File: config.mk
export PLATFORM = sky130hd
export DESIGN_NAME = mem_bus_arbiter
export DESIGN_NICKNAME = d
export VERILOG_FILES = /design/src/rtl/bean_bus_pkg.sv /design/src/rtl/rr_arbiter2.sv /design/src/rtl/mem_bus_arbiter.sv
export SDC_FILE = /design/constraint.sdc
export NUM_CORES = 1
export LEC_CHECK = 0
export ABC_CLOCK_PERIOD_IN_PS = 3600
export BUFFER_PORTS_ARGS = -buffer_cell sky130_fd_sc_hd__buf_2
export CAP_MARGIN = 30
export CORE_AREA = 3 3 119 149
export DETAILED_ROUTE_END_ITERATION = 10
export DIE_AREA = 0 0 122 152
export GPL_ROUTABILITY_DRIVEN = 1
export PLACE_DENSITY = 0.8
export SETUP_SLACK_MARGIN = 0.05
export SLEW_MARGIN = 5
export SYNTH_ARGS = -nofsm -noshare
export SYNTH_HDL_FRONTEND = slang
export SYNTH_SLANG_ARGS = --single-unit
export TNS_END_PERCENT = 1
File: constraint.sdc
create_clock -name clk -period 3.6 [get_ports clk]
set_input_delay 0 -clock clk [delete_from_list [all_inputs] [get_ports clk]]
set_output_delay 0 -clock clk [all_outputs]
set_load 0.05 [all_outputs]
File: src/rtl/bean_bus_pkg.sv
// Shared types and constants for the unified memory bus: access-mode codes,
// arbiter FSM states, grant identifiers and the round-robin pick function.
package bean_bus_pkg;

  localparam logic [2:0] MODE_WORD   = 3'b000;
  localparam logic [2:0] MODE_HALF   = 3'b001;
  localparam logic [2:0] MODE_BYTE   = 3'b010;
  localparam int         MODE_SIGNED = 2;

  typedef enum logic [1:0] {
    ST_IDLE = 2'd0,
    ST_BUSY = 2'd1,
    ST_DONE = 2'd2
  } state_t;

  typedef enum logic {
    GNT_CPU = 1'b0,
    GNT_DBG = 1'b1
  } grant_t;

  // A lone requester always wins; on a tie the side that was not served last wins.
  function automatic grant_t rr_pick(input logic cpu_req, input logic dbg_req,
                                     input grant_t last_grant);
    grant_t pick;
    if (cpu_req && !dbg_req) begin
      pick = GNT_CPU;
    end else if (dbg_req && !cpu_req) begin
      pick = GNT_DBG;
    end else begin
      pick = (last_grant == GNT_CPU) ? GNT_DBG : GNT_CPU;
    end
    return pick;
  endfunction

endpackage

File: src/rtl/rr_arbiter2.sv
// Two-way round-robin arbiter. The pick is combinational; the last_grant
// register only moves when the parent actually commits a grant.
module rr_arbiter2
  import bean_bus_pkg::*;
(
  input  logic   clk,
  input  logic   reset,
  input  logic   req_cpu,
  input  logic   req_dbg,
  input  logic   grant_en,
  output logic   any_req,
  output grant_t grant
);

  grant_t last_grant_q;
  grant_t last_grant_d;

  // Compute the winner and the next last_grant value.
  always_comb begin
    any_req      = req_cpu | req_dbg;
    grant        = rr_pick(req_cpu, req_dbg, last_grant_q);
    last_grant_d = last_grant_q;
    if (grant_en && any_req) begin
      last_grant_d = grant;
    end
  end

  // last_grant starts at DBG so the first tie after reset goes to the CPU.
  always_ff @(posedge clk or posedge reset) begin
    if (reset) begin
      last_grant_q <= GNT_DBG;
    end else begin
      last_grant_q <= last_grant_d;
    end
  end

endmodule

File: src/rtl/mem_bus_arbiter.sv
// Shares the single memory port between the CPU and the debug loader.
// One transaction in flight: IDLE latches the winner's request onto mem_*,
// BUSY waits for mem_ready or the timeout, DONE pulses the winner's ack.
module mem_bus_arbiter
  import bean_bus_pkg::*;
#(
  parameter int ADDR_W  = 32,
  parameter int DATA_W  = 32,
  parameter int TIMEOUT = 15
) (
  input  logic              clk,
  input  logic              reset,
  input  logic              cpu_req,
  input  logic              cpu_we,
  input  logic [ADDR_W-1:0] cpu_addr,
  input  logic [DATA_W-1:0] cpu_wdata,
  input  logic [2:0]        cpu_mode,
  output logic              cpu_ack,
  output logic [DATA_W-1:0] cpu_rdata,
  input  logic              dbg_req,
  input  logic              dbg_we,
  input  logic [ADDR_W-1:0] dbg_addr,
  input  logic [DATA_W-1:0] dbg_wdata,
  input  logic [2:0]        dbg_mode,
  output logic              dbg_ack,
  output logic [DATA_W-1:0] dbg_rdata,
  output logic              bus_err,
  output logic              mem_req,
  output logic              mem_we,
  output logic [ADDR_W-1:0] mem_addr,
  output logic [DATA_W-1:0] mem_wdata,
  output logic [2:0]        mem_mode,
  input  logic [DATA_W-1:0] mem_rdata,
  input  logic              mem_ready
);

  localparam logic [7:0] COUNT_LAST = 8'(TIMEOUT - 1);

  state_t            state_q, state_d;
  grant_t            winner_q, winner_d;
  logic [7:0]        count_q, count_d;
  logic              mem_req_q, mem_req_d;
  logic              mem_we_q, mem_we_d;
  logic [ADDR_W-1:0] mem_addr_q, mem_addr_d;
  logic [DATA_W-1:0] mem_wdata_q, mem_wdata_d;
  logic [2:0]        mem_mode_q, mem_mode_d;
  logic              cpu_ack_q, cpu_ack_d;
  logic              dbg_ack_q, dbg_ack_d;
  logic              bus_err_q, bus_err_d;
  logic [DATA_W-1:0] cpu_rdata_q, cpu_rdata_d;
  logic [DATA_W-1:0] dbg_rdata_q, dbg_rdata_d;

  logic   grant_en;
  logic   any_req;
  grant_t grant;

  rr_arbiter2 u_rr_arbiter2 (
    .clk      (clk),
    .reset    (reset),
    .req_cpu  (cpu_req),
    .req_dbg  (dbg_req),
    .grant_en (grant_en),
    .any_req  (any_req),
    .grant    (grant)
  );

  // Next-state logic for the transaction FSM, timeout counter and all outputs.
  always_comb begin
    state_d     = state_q;
    winner_d    = winner_q;
    count_d     = count_q;
    mem_req_d   = mem_req_q;
    mem_we_d    = mem_we_q;
    mem_addr_d  = mem_addr_q;
    mem_wdata_d = mem_wdata_q;
    mem_mode_d  = mem_mode_q;
    cpu_ack_d   = cpu_ack_q;
    dbg_ack_d   = dbg_ack_q;
    bus_err_d   = bus_err_q;
    cpu_rdata_d = cpu_rdata_q;
    dbg_rdata_d = dbg_rdata_q;
    grant_en    = 1'b0;

    case (state_q)
      ST_IDLE: begin
        if (any_req) begin
          grant_en  = 1'b1;
          winner_d  = grant;
          mem_req_d = 1'b1;
          count_d   = 8'd0;
          state_d   = ST_BUSY;
          if (grant == GNT_CPU) begin
            mem_we_d    = cpu_we;
            mem_addr_d  = cpu_addr;
            mem_wdata_d = cpu_wdata;
            mem_mode_d  = cpu_mode;
          end else begin
            mem_we_d    = dbg_we;
            mem_addr_d  = dbg_addr;
            mem_wdata_d = dbg_wdata;
            mem_mode_d  = dbg_mode;
          end
        end
      end

      ST_BUSY: begin
        if (mem_ready) begin
          mem_req_d = 1'b0;
          bus_err_d = 1'b0;
          state_d   = ST_DONE;
          if (winner_q == GNT_CPU) begin
            cpu_ack_d = 1'b1;
            if (!mem_we_q) cpu_rdata_d = mem_rdata;
          end else begin
            dbg_ack_d = 1'b1;
            if (!mem_we_q) dbg_rdata_d = mem_rdata;
          end
        end else if (count_q == COUNT_LAST) begin
          mem_req_d = 1'b0;
          bus_err_d = 1'b1;
          state_d   = ST_DONE;
          if (winner_q == GNT_CPU) begin
            cpu_ack_d   = 1'b1;
            cpu_rdata_d = '0;
          end else begin
            dbg_ack_d   = 1'b1;
            dbg_rdata_d = '0;
          end
        end else begin
          count_d = count_q + 8'd1;
        end
      end

      ST_DONE: begin
        cpu_ack_d = 1'b0;
        dbg_ack_d = 1'b0;
        bus_err_d = 1'b0;
        state_d   = ST_IDLE;
      end

      default: begin
        state_d   = ST_IDLE;
        mem_req_d = 1'b0;
        cpu_ack_d = 1'b0;
        dbg_ack_d = 1'b0;
        bus_err_d = 1'b0;
      end
    endcase
  end

  // Register all state and outputs; reset aborts any transaction without an ack.
  always_ff @(posedge clk or posedge reset) begin
    if (reset) begin
      state_q     <= ST_IDLE;
      winner_q    <= GNT_CPU;
      count_q     <= 8'd0;
      mem_req_q   <= 1'b0;
      mem_we_q    <= 1'b0;
      mem_addr_q  <= '0;
      mem_wdata_q <= '0;
      mem_mode_q  <= 3'b000;
      cpu_ack_q   <= 1'b0;
      dbg_ack_q   <= 1'b0;
      bus_err_q   <= 1'b0;
      cpu_rdata_q <= '0;
      dbg_rdata_q <= '0;
    end else begin
      state_q     <= state_d;
      winner_q    <= winner_d;
      count_q     <= count_d;
      mem_req_q   <= mem_req_d;
      mem_we_q    <= mem_we_d;
      mem_addr_q  <= mem_addr_d;
      mem_wdata_q <= mem_wdata_d;
      mem_mode_q  <= mem_mode_d;
      cpu_ack_q   <= cpu_ack_d;
      dbg_ack_q   <= dbg_ack_d;
      bus_err_q   <= bus_err_d;
      cpu_rdata_q <= cpu_rdata_d;
      dbg_rdata_q <= dbg_rdata_d;
    end
  end

  assign cpu_ack   = cpu_ack_q;
  assign dbg_ack   = dbg_ack_q;
  assign bus_err   = bus_err_q;
  assign cpu_rdata = cpu_rdata_q;
  assign dbg_rdata = dbg_rdata_q;
  assign mem_req   = mem_req_q;
  assign mem_we    = mem_we_q;
  assign mem_addr  = mem_addr_q;
  assign mem_wdata = mem_wdata_q;
  assign mem_mode  = mem_mode_q;

endmodule

## Word level (Yosys, flattened, before mapping)

Cells that the tools add are included.

- Word-level logic and storage cells: 83
- Register bits: 148
- Output and inout bits: 136
- Input port bits: 173

- Bitwise operators: 4
- Equal/unequal tests: 8
- Reduce and logical (&&, ||, !) cells: 15
- Muxes and demuxes: 41
- Add/sub/neg operators: 1

Operator list:

| cell | count |
|---|---|
| $mux 32 | 11 |
| $mux 8 | 3 |
| $mux 1 | 17 |
| $pmux 8 s2 | 1 |
| $reduce_and 4->1 | 3 |
| $add 8x1->8 const B | 1 |
| $eq 8x4->1 const B | 1 |
| $ne 2x2->1 const B | 4 |
| $mux 2 | 3 |
| $pmux 1 s2 | 3 |
| $reduce_and 2->1 | 3 |
| $pmux 2 s2 | 1 |
| $reduce_bool 2->1 | 2 |
| $logic_and 1x1->1 | 3 |
| $mux 3 | 1 |
| $ne 3x3->1 const B | 1 |
| $not 1->1 | 3 |
| $pmux 1 s3 | 1 |
| $reduce_and 3->1 | 1 |
| $eq 2x1->1 const B | 1 |
| $eq 2x2->1 const B | 1 |
| $logic_not 1->1 | 2 |
| $logic_not 2->1 | 1 |
| $or 1x1->1 | 1 |

## Longest topological paths before layout

- Depth in word-level cells: 5
- Gate-level depth with buffers: 7
- Mapped depth without buffers: 7

## Cells and area by module

Synthesis repeated with hierarchy kept, for this count alone.

- Cell total of the unflattened synthesis: 535
- Area total of the unflattened synthesis: 6312.3 um^2

Modules (own cells, without submodules):

| module | area an instance (um^2) | cells an instance | instances | sequential area each (um^2) |
|---|---|---|---|---|
| mem_bus_arbiter | 6246.0 | 527 | 1 | 3678.5 |
| rr_arbiter2 | 66.3 | 8 | 1 | 26.3 |

## Worst setup path before layout

No wires, ideal clock.

- Path type: reg-to-reg
- From: register count_q[0]
- To: register count_q[1]
- Arrival time: 1584 ps
- Setup time: 127 ps
- Cell stages (with the launch flop): 8
- Slack: 1889 ps
- Buffers on the path: 0
- Clock period less this slack: 1711 ps
- Data required time: 3473 ps
- Cell sequence: dfrtp_1 inv_1 ha_1 nor3b_4 a211oi_4 nor2_2 inv_2 mux2_1

- Longest elaborated chain between the ends: 4
- Elaborated cells between the ends (all ways): 7
- Those cells by class: 1 x add/sub; 2 x eq/ne; 3 x mux; 1 x reduce/logical

Ends and longest elaborated chain:

| element | RTL line | source |
|---|---|---|
| start: declaration | mem_bus_arbiter.sv:41 | `logic [7:0] count_q, count_d;` |
| start signal: assignment | mem_bus_arbiter.sv:170 | `count_q <= count_d;` |
| $add 8x1->8 | mem_bus_arbiter.sv:130 | `count_d = count_q + 8'd1;` |
| $mux 8 | mem_bus_arbiter.sv:118 | `end else if (count_q == COUNT_LAST) begin` |
| $mux 8 | mem_bus_arbiter.sv:107 | `if (mem_ready) begin` |
| $pmux 8 s2 | mem_bus_arbiter.sv:84 | `case (state_q)` |

Parallel ways exist; a longest one is shown, timed or not. The select of a mux whose other input is x is not followed.
A chain may end at the register's enable or synchronous reset.

## Final worst setup path

- From: register u_rr_arbiter2.last_grant_q
- To: register mem_wdata_q[6] (netlist: mem_wdata[6])

- Longest elaborated chain between the ends: 4

Ends and longest elaborated chain:

| element | RTL line | source |
|---|---|---|
| start: declaration | rr_arbiter2.sv:15 | `grant_t last_grant_q;` |
| start signal: assignment | rr_arbiter2.sv:33 | `last_grant_q <= last_grant_d;` |
| $mux 1 | bean_bus_pkg.sv:30 | `pick = (last_grant == GNT_CPU) ? GNT_DBG : GNT_CPU;` |
| $mux 1 | bean_bus_pkg.sv:27 | `end else if (dbg_req && !cpu_req) begin` |
| $mux 1 | bean_bus_pkg.sv:25 | `if (cpu_req && !dbg_req) begin` |
| $mux 32 | mem_bus_arbiter.sv:92 | `if (grant == GNT_CPU) begin` |
| end signal: assignment | mem_bus_arbiter.sv:174 | `mem_wdata_q <= mem_wdata_d;` |
| end: declaration | mem_bus_arbiter.sv:45 | `logic [DATA_W-1:0] mem_wdata_q, mem_wdata_d;` |

Every way passes these cells.

==> summary.md <==
| Metric | Value |
|---|---|
| Status | `complete, no violations` |
| Crit path kind | `reg -> reg` |
| Clk pwr share | `between 15 and 20%` |
| TritonCTS Buffers | `17` |
| Post-synthesis compound-gate area fraction | `a little under a fifth` |
| Multi-input logic area | `2400 um^2` |
| YS warnings | `0` |
| Post-synth EDFFs | `0` |
| Cell row count | `52` |
| Asr flop ratio synth | `100%` |
| DR iter-0 viols | `498` |
| Adder-cell area share of the yosys netlist | `0.394%` |
| Vias | `6458` |
| Multiplexer share of the synthesized area | `about 11%` |
| Drt first pass iters | `5` |
| Synth Area in XOR/XNOR | `0%` |
| Sequential share of power | `between 20% and 30%` |
| Share of cells above drive strength 1 | `between 30 and 40%` |
| Switching power | `5270 uW` |
| Relative slew slack | `39.2%` |
| Worst skew pair latency | `0.42 ns` |
| Power per Cell Area | `between 900 and 1000 nW/um^2` |
| IO Port Bufs | `308` |
| Worst Hold Path Cells | `4` |
| CTS root buf | `clkbuf_16` |
| Synth Cell Area | `between 6000 and 7000 um^2` |
| Seq/Total Area, Yosys | `58.4%` |
| Hold Vio Cnt, Final | `0` |
| Pint | `4950 uW` |
| CTS sink count | `148` |
| Post-CTS setup buffer count | `0` |
| Most frequent cells after synthesis | `dfrtp_1 (147), nor2_1 (78), a21oi_1 (75)` |
| Largest net degree at the start of global routing | `around 150` |
| Core ar. | `16300 um^2` |
| H-tree Lvls | `4` |
| Worst IR Drop VDD | `around 0.53 mV` |
| Count leader, synth | `dfrtp_1` |
| Final Wtd Congestion | `0.810` |
| Layout Skew | `around 0.0066 ns` |
| Final Power | `between 10000 and 15000 uW` |
| Chip width | `122 um` |
| Critical path capture point type | `flop` |
| Die height | `around 150 um` |
| Setup_tns | `0 ns` |
| Startpoint Class | `flop` |
| Final wirelength | `around 22 mm` |
| Post-CTS Resized | `0` |
| RSZ-0062 raised after global routing | `false` |
| Maxcap violations | `0` |
| Crit path max fanout | `70` |
| Worst setup startpoint | `u_rr_arbiter2.last_grant_q` |
| Largest family of logic cells by synthesized area | `compound AO/OA/AOI/OAI gates` |
| Max Clk Rate | `between 400 and 500 MHz` |
| Tcrit/Tclk final | `65.1%` |
| Hold-fix buffer count after cts | `170` |
| Worst reg2reg path startpoint | `u_rr_arbiter2.last_grant_q` |
| Synth Register Bits | `148` |
| Syn nets | `about 700` |
| HP Start | `dbg_req` |
| Hpwl dp | `approximately 13 mm` |
| Final setup vio count | `0` |
| Min cycle time layout | `2.34 ns` |
| Nets | `1163` |
| Ports | `309` |
| Maximum clock path buffer count | `2` |
| R2r worst-path depth | `6` |
| Clk pin slew, worst setup/hold paths | `0.07 ns` |
| Initial antenna violation count | `0` |
| Hold WC Path Type | `in -> reg` |
| Die area | `18500 um^2` |
| Syn_area_per_cell | `12.0 um^2` |
| Global-route wire length before repair | `34.4 mm` |
| Critical Path RT | `3.87 ns` |
| Setup ws final | `1.26 ns` |
| Sw frac | `51.6%` |
| Final hold slack | `0.216 ns` |
| Diodes inserted | `0` |
| Vias in the first global route | `about 6.8k` |
| Fill cell count | `approximately 1.2k` |
| Top cells by area, synth | `dfrtp_1 (58%), mux2i_1 (11%), a32o_1 (10%)` |
| Area delta synth->final | `62.4%` |
| Setup WS pre-CTS | `1.53 ns` |
| Cells after Synth | `527` |
| Worst Path Arrival | `2.62 ns` |
| Pleak | `0.00502 uW` |
| Top-area cell type share of the netlist area | `~58%` |
| FF/Latch Area | `3700 um^2` |
| GRT overflow | `0` |
| DR WL/cell | `~18 um` |
| Logic pwr share | `around 55%` |
| Synth Area in Simple Gates | `under 10%` |
| Starting Density | `38.9%` |
| Synth area leader | `dfrtp_1` |
| Main synth FF type | `dfrtp_1` |
| # DRC | `0` |
| Synth unique cells | `38` |
| CTS tree | `yes` |
| Routed Antenna Nets | `0` |
| Global router's overall resource usage | `between 20% and 30%` |
| Worst slew pin tran | `0.908 ns` |
| Via-to-Cell Ratio | `5.31` |
| Max-slew violation count | `0` |
[kinds of logic (layout without fill, tap and decap cells)]
kind of cell	Yosys count	count (layout)
compound gates	160	160
fa+ha+maj	2	2
buf+inv	48	522
flops	148	148
mux	70	70
simple gates	99	99
[layout make-up]
class                      count  share of cell area [%]
clock buffer                  17                    4.13
sequential                   148                    35.9
tap                          216                    2.62
clock inverter                15                    1.61
timing repair buffer         485                    32.2
multi-input combinational    331                    23.3
inverter                       5                   0.218
[metrics by stage]
stage / instance area (um^2) / std cells / utilization [%]
after floorplan: 6350 / 527 / -
after global placement: 8020 / 1015 / 49.1
after detailed placement: 8020 / 1015 / 49.1
after CTS: 10300 / 1217 / 63.1
after global routing: 10300 / 1217 / 63.1
final: 10300 / 1217 / 63.1
[sequential cells by signal, summed over array words and instances, names as in the netlist, 2 cells and up]
signal     cells
mem_mode       3
mem_wdata     32
cpu_rdata     32
dbg_rdata     32
count_q        8
state_q        2
mem_addr      32
[power by group through the flow]
stage / combinational, uW / sequential, uW / clock, uW
finish: 5570 / 2890 / 1760
global route: 5870 / 2960 / 1880
CTS: 5500 / 2850 / 1800
detailed placement: 5210 / 2860 / 0
global placement: 5120 / 2840 / 0
floorplan: 1530 / 5310 / 0
[placed cells by master, fill, tap and decap left out, types with 3 or more instances in the layout]
cell type	Yosys	final
clkinvlp_4	0	3
o21ai_0	5	4
nor2_1	78	78
mux2i_1	69	69
inv_6	0	5
clkbuf_16	0	17
inv_1	4	3
dfrtp_1	147	147
a21oi_1	75	75
a32o_1	64	64
dlygate4sd3_1	0	170
nand3_1	3	3
a31oi_1	5	5
buf_4	0	5
o21ai_4	2	3
buf_2	25	308
[worst max-delay path, cell delays in order (launching register included)]
cell	delay (ns)
dfstp_2	0.54
nor2_1	0.06
o21ai_4	0.14
buf_12	0.38
mux2i_1	0.28
dlygate4sd3_1	0.60
a21oi_1	0.08
[layer usage]
metal  track usage (%)  wire length (um)
met5                 0                 0
met4              13.7              1170
met3              7.29              1770
met2              40.5             11100
met1              25.0              7910
[worst paths after layout]
kind / end / slack, ns
setup / recovery: mem_wdata[6] / 1.26
hold / removal: u_rr_arbiter2.last_grant_q / 0.22
setup reg to reg: mem_wdata[6] / 1.26
hold reg to reg: dbg_rdata[22] / 0.49
max in group asynchronous: mem_wdata[3] / 2.66
min in group asynchronous: cpu_ack / 0.36
No activity file was read; power rests on OpenSTA's default activity.
